### config.mk
export PLATFORM = sky130hd
export DESIGN_NAME = cpu_run_ctrl
export DESIGN_NICKNAME = d
export VERILOG_FILES = /design/src/rtl/cpu_run_ctrl.sv
export SDC_FILE = /design/constraint.sdc
export NUM_CORES = 1
export LEC_CHECK = 0
export ABC_AREA = 1
export CAP_MARGIN = 30
export CORE_MARGIN = 10
export CORE_UTILIZATION = 54
export DETAILED_ROUTE_END_ITERATION = 10
export GPL_ROUTABILITY_DRIVEN = 0
export PLACE_DENSITY = 0.81
export SETUP_SLACK_MARGIN = 0.02
export SYNTH_ARGS = -nofsm -noshare
export SYNTH_HDL_FRONTEND = slang
export SYNTH_SLANG_ARGS = --single-unit
### constraint.sdc
create_clock -name clk -period 2.3 [get_ports clk]
set_input_delay 0.46 -clock clk [delete_from_list [all_inputs] [get_ports clk]]
set_output_delay 0.46 -clock clk [all_outputs]
set_load 0.01 [all_outputs]
### src/rtl/cpu_run_ctrl.sv
// Run/clock controller for the mu0 core: derives a one-cycle cpu_tick enable from the
// selected clock mode and tracks IDLE/RUN/HALT with the reason the core last stopped.
module cpu_run_ctrl #(
    parameter int CLK_DIV = 6318000,
    parameter int PC_W    = 16,
    parameter int STEP_W  = 16,
    parameter int CNT_W   = 32
) (
    input  logic              clk,
    input  logic              reset,
    input  logic [2:0]        mode,
    input  logic              start_tgl,
    input  logic              done,
    input  logic              step_req,
    input  logic [STEP_W-1:0] step_count,
    input  logic              bp_en,
    input  logic [PC_W-1:0]   bp_addr,
    input  logic [PC_W-1:0]   pc,
    output logic              cpu_tick,
    output logic              slow_clk,
    output logic              running,
    output logic [1:0]        halt_cause,
    output logic [CNT_W-1:0]  cycle_count
);

    localparam int DIV_W = (CLK_DIV > 1) ? $clog2(CLK_DIV) : 1;
    localparam logic [DIV_W-1:0] DIV_LAST = DIV_W'(CLK_DIV - 1);

    localparam logic [2:0] M_FAST   = 3'd1;
    localparam logic [2:0] M_SLOW   = 3'd2;
    localparam logic [2:0] M_MAN_LO = 3'd3;
    localparam logic [2:0] M_MAN_HI = 3'd4;
    localparam logic [2:0] M_STEP   = 3'd5;

    localparam logic [1:0] C_NONE = 2'd0;
    localparam logic [1:0] C_DONE = 2'd1;
    localparam logic [1:0] C_BP   = 2'd2;
    localparam logic [1:0] C_STEP = 2'd3;

    typedef enum logic [1:0] {
        ST_IDLE = 2'd0,
        ST_RUN  = 2'd1,
        ST_HALT = 2'd2
    } state_t;

    state_t             state_q, state_d;
    logic               start_q;
    logic [2:0]         mode_q;
    logic [DIV_W-1:0]   div_q, div_d;
    logic               slow_clk_q, slow_clk_d, slow_src_s;
    logic [STEP_W-1:0]  remaining_q, remaining_d;
    logic               bp_armed_q, bp_armed_d;
    logic               left_step_q, left_step_d;
    logic               cpu_tick_q, cpu_tick_d;
    logic [1:0]         halt_cause_q, halt_cause_d;
    logic [CNT_W-1:0]   cycle_count_q, cycle_count_d;
    logic               running_q;

    logic               mode_chg_s, step_mode_s, raw_edge_s;
    logic               start_entry_s, step_entry_s, halt_s;
    logic [1:0]         cause_s;

    // Raw-edge source: per-mode virtual clock level and divider.
    always_comb begin
        mode_chg_s  = (mode != mode_q);
        step_mode_s = (mode == M_STEP);
        div_d       = '0;
        slow_src_s  = 1'b0;
        raw_edge_s  = 1'b0;
        if (step_mode_s) begin
            raw_edge_s = (state_q == ST_RUN) && (remaining_q != '0);
        end else if (mode_chg_s) begin
            slow_src_s = (mode == M_MAN_HI);
            raw_edge_s = slow_src_s & ~slow_clk_q;
        end else begin
            case (mode)
                M_FAST: begin
                    slow_src_s = ~slow_clk_q;
                    raw_edge_s = ~slow_clk_q;
                end
                M_SLOW: begin
                    if (div_q == DIV_LAST) begin
                        div_d      = '0;
                        slow_src_s = ~slow_clk_q;
                        raw_edge_s = ~slow_clk_q;
                    end else begin
                        div_d      = div_q + DIV_W'(1);
                        slow_src_s = slow_clk_q;
                    end
                end
                M_MAN_LO: slow_src_s = 1'b0;
                M_MAN_HI: begin
                    slow_src_s = 1'b1;
                    raw_edge_s = ~slow_clk_q;
                end
                default: slow_src_s = 1'b0;
            endcase
        end
    end

    // Run-state next values: entry, halt priority, tick issue and step budget.
    always_comb begin
        start_entry_s = (state_q != ST_RUN) && !step_mode_s && (start_tgl != start_q);
        step_entry_s  = (state_q != ST_RUN) && step_mode_s && step_req && (step_count != '0);

        halt_s  = 1'b0;
        cause_s = C_NONE;
        if (state_q == ST_RUN) begin
            if (done) begin
                halt_s  = 1'b1;
                cause_s = C_DONE;
            end else if (bp_en && bp_armed_q && (pc == bp_addr)) begin
                halt_s  = 1'b1;
                cause_s = C_BP;
            end else if ((step_mode_s || left_step_q) && (remaining_q == '0)) begin
                halt_s  = 1'b1;
                cause_s = C_STEP;
            end else begin
                halt_s  = 1'b0;
            end
        end else begin
            halt_s = 1'b0;
        end

        cpu_tick_d = (state_q == ST_RUN) && raw_edge_s && !halt_s;
        slow_clk_d = step_mode_s ? cpu_tick_d : slow_src_s;

        // A burst cut short by leaving STEP must still report an exhausted budget.
        left_step_d = (state_q == ST_RUN) && (mode_q == M_STEP) && !step_mode_s;

        if (step_entry_s) begin
            remaining_d = step_count;
        end else if (start_entry_s || left_step_d) begin
            remaining_d = '0;
        end else if (step_mode_s && raw_edge_s) begin
            remaining_d = remaining_q - STEP_W'(1);
        end else begin
            remaining_d = remaining_q;
        end

        state_d       = state_q;
        halt_cause_d  = halt_cause_q;
        cycle_count_d = cycle_count_q;
        bp_armed_d    = bp_armed_q;
        case (state_q)
            ST_RUN: begin
                if (halt_s) begin
                    state_d      = ST_HALT;
                    halt_cause_d = cause_s;
                end else if (cpu_tick_d) begin
                    cycle_count_d = cycle_count_q + CNT_W'(1);
                    bp_armed_d    = 1'b1;
                end else begin
                    state_d = ST_RUN;
                end
            end
            ST_IDLE, ST_HALT: begin
                if (start_entry_s || step_entry_s) begin
                    state_d       = ST_RUN;
                    halt_cause_d  = C_NONE;
                    cycle_count_d = '0;
                    bp_armed_d    = 1'b0;
                end else begin
                    state_d = state_q;
                end
            end
            default: state_d = ST_IDLE;
        endcase
    end

    // State and registered outputs; start_q/mode_q track inputs even in reset.
    always_ff @(posedge clk) begin
        if (reset) begin
            state_q       <= ST_IDLE;
            start_q       <= start_tgl;
            mode_q        <= mode;
            div_q         <= '0;
            slow_clk_q    <= 1'b0;
            remaining_q   <= '0;
            bp_armed_q    <= 1'b0;
            left_step_q   <= 1'b0;
            cpu_tick_q    <= 1'b0;
            halt_cause_q  <= C_NONE;
            cycle_count_q <= '0;
            running_q     <= 1'b0;
        end else begin
            state_q       <= state_d;
            start_q       <= start_tgl;
            mode_q        <= mode;
            div_q         <= div_d;
            slow_clk_q    <= slow_clk_d;
            remaining_q   <= remaining_d;
            bp_armed_q    <= bp_armed_d;
            left_step_q   <= left_step_d;
            cpu_tick_q    <= cpu_tick_d;
            halt_cause_q  <= halt_cause_d;
            cycle_count_q <= cycle_count_d;
            running_q     <= (state_d == ST_RUN);
        end
    end

    assign cpu_tick    = cpu_tick_q;
    assign slow_clk    = slow_clk_q;
    assign running     = running_q;
    assign halt_cause  = halt_cause_q;
    assign cycle_count = cycle_count_q;

endmodule

==> results of run 1 <==
## metrics by stage
stage / hold WS [ns] / setup WS, ns / total power [mW] / util / instances
2_1_floorplan: 0.418 / 0.445 / 2.35 / - / 785
3_3_place_gp: 0.428 / -0.144 / 2.55 / 0.670 / 1018
3_5_place_dp: 0.437 / -0.257 / 2.61 / 0.670 / 1018
4_1_cts: 0.455 / 0.112 / 3.79 / 0.693 / 1033
5_1_grt: 0.384 / 0.0133 / 3.99 / 0.696 / 1034
6_report: 0.392 / 0.183 / 3.80 / 0.696 / 1034
## layout by cell type, fill, tap and decap left out, types with 21 or more instances in the layout
cell type | synthesis | layout
buf_4 | 0 | 22
nand2_1 | 166 | 166
nand2_2 | 35 | 35
a21oi_2 | 30 | 31
inv_1 | 91 | 91
a21oi_1 | 29 | 28
dfxtp_1 | 84 | 84
nor3_1 | 22 | 22
nor2_1 | 94 | 93
xor2_1 | 21 | 21
nand3_1 | 58 | 58
clkdlybuf4s50_1 | 0 | 91
## logic make-up after synthesis
family          after synthesis  share of synthesized area
flops                        84                      0.311
compound gates              105                      0.135
buf+inv                     126                      0.103
simple gates                430                      0.384
xor+xnor                     37                     0.0600
fa+ha+maj                     3                    0.00695
## power groups by stage
stage | combinational [mW] | sequential, mW | clock (mW)
after floorplan | 0.750 | 1.61 | 0
after global placement | 0.944 | 1.61 | 0
after detailed placement | 0.993 | 1.61 | 0
after CTS | 0.999 | 1.58 | 1.21
after global routing | 1.12 | 1.59 | 1.27
final | 1.03 | 1.58 | 1.19
## worst max-delay path, stage by stage
cell             delay [ns]
clkdlybuf4s50_1        0.56
inv_2                  0.09
nand3_4                0.09
inv_2                  0.05
or2_1                  0.23
nand3_2                0.11
nand3_4                0.09
nor2_4                 0.14
nand2_8                0.09
buf_4                  0.14
or2_1                  0.23
a21oi_2                0.12
## sequential cells by signal, indices dropped and copies added (netlist names)
| register | flops |
|---|---|
| left_step_q | 1 |
| cycle_count | 32 |
| cpu_tick | 1 |
| slow_clk | 1 |
| halt_cause | 2 |
| remaining_q | 16 |
| bp_armed_q | 1 |
| running | 1 |
| state_q | 2 |
| mode_q | 3 |
| div_q | 23 |
| start_q | 1 |
## final cells by class
class	count	area, um^2	share of cell area
multi-input combinational	576	3190	0.469
sequential	84	1680	0.247
timing repair buffer	116	1110	0.164
inverter	110	425	0.0625
tap	133	166	0.0245
clock buffer	11	151	0.0222
clock inverter	4	72.6	0.0107
## routing by layer
metal  routed length [um]  vias to the layer above  share of wire
li1                     -                     2747              -
met1                 6370                     2525           0.43
met2                 7400                      184           0.50
met3                  903                       17          0.061
met4                  164                        0          0.011
met5                    0                        -              0
## worst max path at each step
stage                        start               to  slack, ns  cells past startpoint
floorplan           cycle_count[0]  cycle_count[26]       0.45                      9
global placement           mode[1]  cycle_count[24]      -0.14                     12
detailed placement         mode[2]  cycle_count[18]      -0.26                     14
CTS                        mode[2]  cycle_count[24]       0.11                     14
global route               mode[0]  cycle_count[18]       0.01                     14
finish                     mode[1]  cycle_count[26]       0.18                     12
==> run metrics, run 1 <==
Post-synth top flop=dfxtp_1; row count=36; Mean Syn Cell Area=6.89 um^2; WL final=14.8 mm; TritonCTS clock tree=done; I/O pins=94; largest net degree at the start of global routing=33; commonest cells in the netlist=166 x nand2_1, 94 x nor2_1, 91 x inv_1, 84 x dfxtp_1, 58 x nand3_1; WL/cell=14.4 um; R2R Setup Slk=0.21 ns; ANT cells=0; syn nets=845; Worst Hold Class=input port to flop; r2r startpoint=cycle_count[6]; antenna violations before repair=0; fin. max-slew vios=0; DR vias/cell=5.29; Crit Reg-Reg Endpoint=cycle_count[24]; Worst Skew=0.00620 ns; minimum clock period=2.12 ns; Area Overhead vs Synth=25.9%; CP Max Fanout=4; # H-tree levels=3; Synth Cell Area=5410 um^2; Clk Tree Root Cell=clkbuf_8; combinational share of power=0.270; worst skew pair latency=0.36 ns; M3 GR Usage=0.0403; most frequent cell after synthesis=nand2_1; top-area cell type share of the netlist area=0.311; GR Util met1=0.239; first-pass GRT wire length=24.2 mm; top cells by area, synth=dfxtp_1 31%, nand2_1 12%, nor2_1 6.5%; Clock Power Share=0.314; via count=5473; placed inst area=6550 um^2; Sinks on Clock Net=84; CTS max path bufs=2; power share of the sequential group=0.416; Setup crit end kind=flop; Post-DRT Antenna Nets=0; internal power=2.60 mW; peak supply drop=0.368 mV; post-CTS setup buffer count=0; detailed-router iteration count before antenna repair=5; post-synthesis cell count=785; Core Box Area=9770 um^2; critical path class=input port to flop; clock-pin slew of the registers on the worst-case setup and hold paths=0.08 ns; final net count=957; Hold Crit Endpoint=mode_q[2]; Hold Path Depth=1; IO Port Bufs=93; number of global-route vias before repair=5312; Worst-Margin Slew=0.561 ns; Worst Reg-to-Reg Cells=8; CTS Hold Buffers Added=0; status=completed; layout cells sized above 1=0.178; total of max-cap violations=0; Net Switching=1.20 mW; sw frac=0.316; Initial Util=0.553; Yosys top cell by area=dfxtp_1; Achievable Freq=0.472 GHz; Pleak=2.65 nW; Crit path arrival time=2.41 ns; # setup viols final=0; Synth warnings=0; library cells used by synthesis=45; DR DRC count=0; Period Utilization, post-route=0.920; starting DRC count in detailed routing=398; Yosys reg bits=84; DP Wirelength=11.3 mm; slew margin rel.=0.622; cts repair resizes=0; GRT Max-Usage Layer=met2; Setup TNS Final=0 ns; gr ovfl total=0; Pwr Density=559 nW/um^2; GRT Overall Usage=0.199; Post-synth EDFFs=0; CP startpoint kind=input port; Final Hold Viols=0; filler instances=832; share of flip-flops with an asynchronous set or reset=0; Worst Path Required=2.60 ns; Die Ht=120 um; RSZ-0062 raised after global routing=no; Worst Hold Launch=mode[2]; die area=14400 um^2; final instance area=6810 um^2; die boundary width=120 um; total CTS buffers=9; M2 GR Usage=0.351; Seq/Total Area, Yosys=0.311
(Power assumes the default switching activity.)
==> run 2, diff against run 1 <==
--- a/config.mk
+++ b/config.mk
@@ -7,10 +7,12 @@
 export LEC_CHECK = 0
 export ABC_AREA = 1
 export CAP_MARGIN = 30
+export CORE_ASPECT_RATIO = 1.75
 export CORE_MARGIN = 10
 export CORE_UTILIZATION = 54
 export DETAILED_ROUTE_END_ITERATION = 10
 export GPL_ROUTABILITY_DRIVEN = 0
+export HOLD_SLACK_MARGIN = 0.15
 export PLACE_DENSITY = 0.81
 export SETUP_SLACK_MARGIN = 0.02
 export SYNTH_ARGS = -nofsm -noshare
==> run metrics, run 2 (synthesis results as in run 1) <==
total CTS buffers=9; status=completed; DR DRC count=0; ANT cells=0; DP Wirelength=11.3 mm; Worst Hold Class=input port to flop; Area Overhead vs Synth=27.4%; Post-DRT Antenna Nets=0; Worst Skew=0.0108 ns; die area=14600 um^2; largest net degree at the start of global routing=42; GRT Overall Usage=0.204; DR vias/cell=5.38; Die Ht=152 um; Setup crit end kind=flop; CTS max path bufs=2; gr ovfl total=0; placed inst area=6530 um^2; WL/cell=14.6 um; Core Box Area=9850 um^2; Pleak=2.69 nW; Initial Util=0.549; Sinks on Clock Net=84; number of global-route vias before repair=5486; final net count=956; Worst-Margin Slew=0.627 ns; post-CTS setup buffer count=0; Achievable Freq=0.462 GHz; detailed-router iteration count before antenna repair=5; Crit path arrival time=2.36 ns; final core area utilization=0.699; starting DRC count in detailed routing=300; WL final=15.0 mm; first-pass GRT wire length=24.6 mm; layout cells sized above 1=0.177; via count=5510; Largest register FFs=32; final setup margin=0.135 ns; IO Port Bufs=93; most common cell after layout, fill and taps aside=nand2_1; Place WS=-0.203 ns; total of max-cap violations=0; peak supply drop=0.517 mV; clock-pin slew of the registers on the worst-case setup and hold paths=0.06 ns; TritonCTS clock tree=done; CP startpoint kind=input port; most frequent cells in the layout=166 x nand2_1, 92 x nor2_1, 91 x inv_1, 91 x clkdlybuf4s50_1, 84 x dfxtp_1; Period Utilization, post-route=0.941; Worst Path Required=2.50 ns; Pwr Density=608 nW/um^2; die boundary width=95.6 um; slew margin rel.=0.582; # H-tree levels=3; row count=48; CP Max Fanout=6; I/O pins=94; antenna violations before repair=0; RSZ-0062 raised after global routing=yes; critical path class=input port to flop; fin. max-slew vios=0; worst skew pair latency=0.35 ns; # setup viols final=0; Clk Tree Root Cell=clkbuf_16; final instance area=6880 um^2; Final Hold Viols=0; minimum clock period=2.16 ns; CTS Hold Buffers Added=0
[run 2: area by class of cell]
class                   instances  area, um^2
repair buffers                115        1110
clock inverters                 5        85.1
well taps                     125         156
flip-flops and latches         84        1680
multi-input cells             576        3190
inverters                     110         423
clock buffers                  10         239
fillers                       835        2970
[run 2: what timing repair did]
action                                  in CTS  in global routing
endpoints found under the setup margin       0                 32
gates resized for setup                      0                  5
hold endpoints to repair                     0                  0
[run 2: stage by stage]
stage	total power, mW	cells	hold WS [ns]	setup TNS, ns
2_1_floorplan	2.35	785	0.418	0
6_report	4.19	1025	0.395	0
4_1_cts	4.18	1024	0.424	0
3_5_place_dp	2.60	1009	0.448	-8.36
3_3_place_gp	2.56	1009	0.430	-4.77
5_1_grt	4.38	1025	0.408	-0.00928
[run 2: worst max-delay path, stage by stage]
cell             delay, ns
clkdlybuf4s50_1       0.59
nand3_4               0.11
buf_4                 0.17
nor2_2                0.14
nand2_4               0.06
inv_2                 0.06
nor2_2                0.05
nand2_1               0.07
o21ai_2               0.07
inv_2                 0.18
buf_4                 0.19
o21ai_1               0.09
nand2_1               0.07
a21oi_1               0.05
[run 2: layer usage]
metal / up-vias / track usage / wire [um]
met5: - / 0 / 0
met4: 0 / 0.0819 / 415
met1: 2510 / 0.213 / 5660
met3: 51 / 0.0474 / 958
li1: 2747 / - / -
met2: 202 / 0.370 / 7970
[run 2: where the power goes]
part	total [mW]	internal, mW	switching (mW)
Clock	1.59	0.980	0.609
Sequential	1.58	1.52	0.0615
Combinational	1.02	0.416	0.599
[run 2: final timing paths]
path,start,endpoint,slack [ns],cells past startpoint
setup / recovery,mode[2],halt_cause[0],0.14,14
hold / removal,mode[0],mode_q[0],0.40,1
setup reg to reg,cycle_count[1],cycle_count[26],0.17,9
hold reg to reg,div_q[0],div_q[0],0.45,1
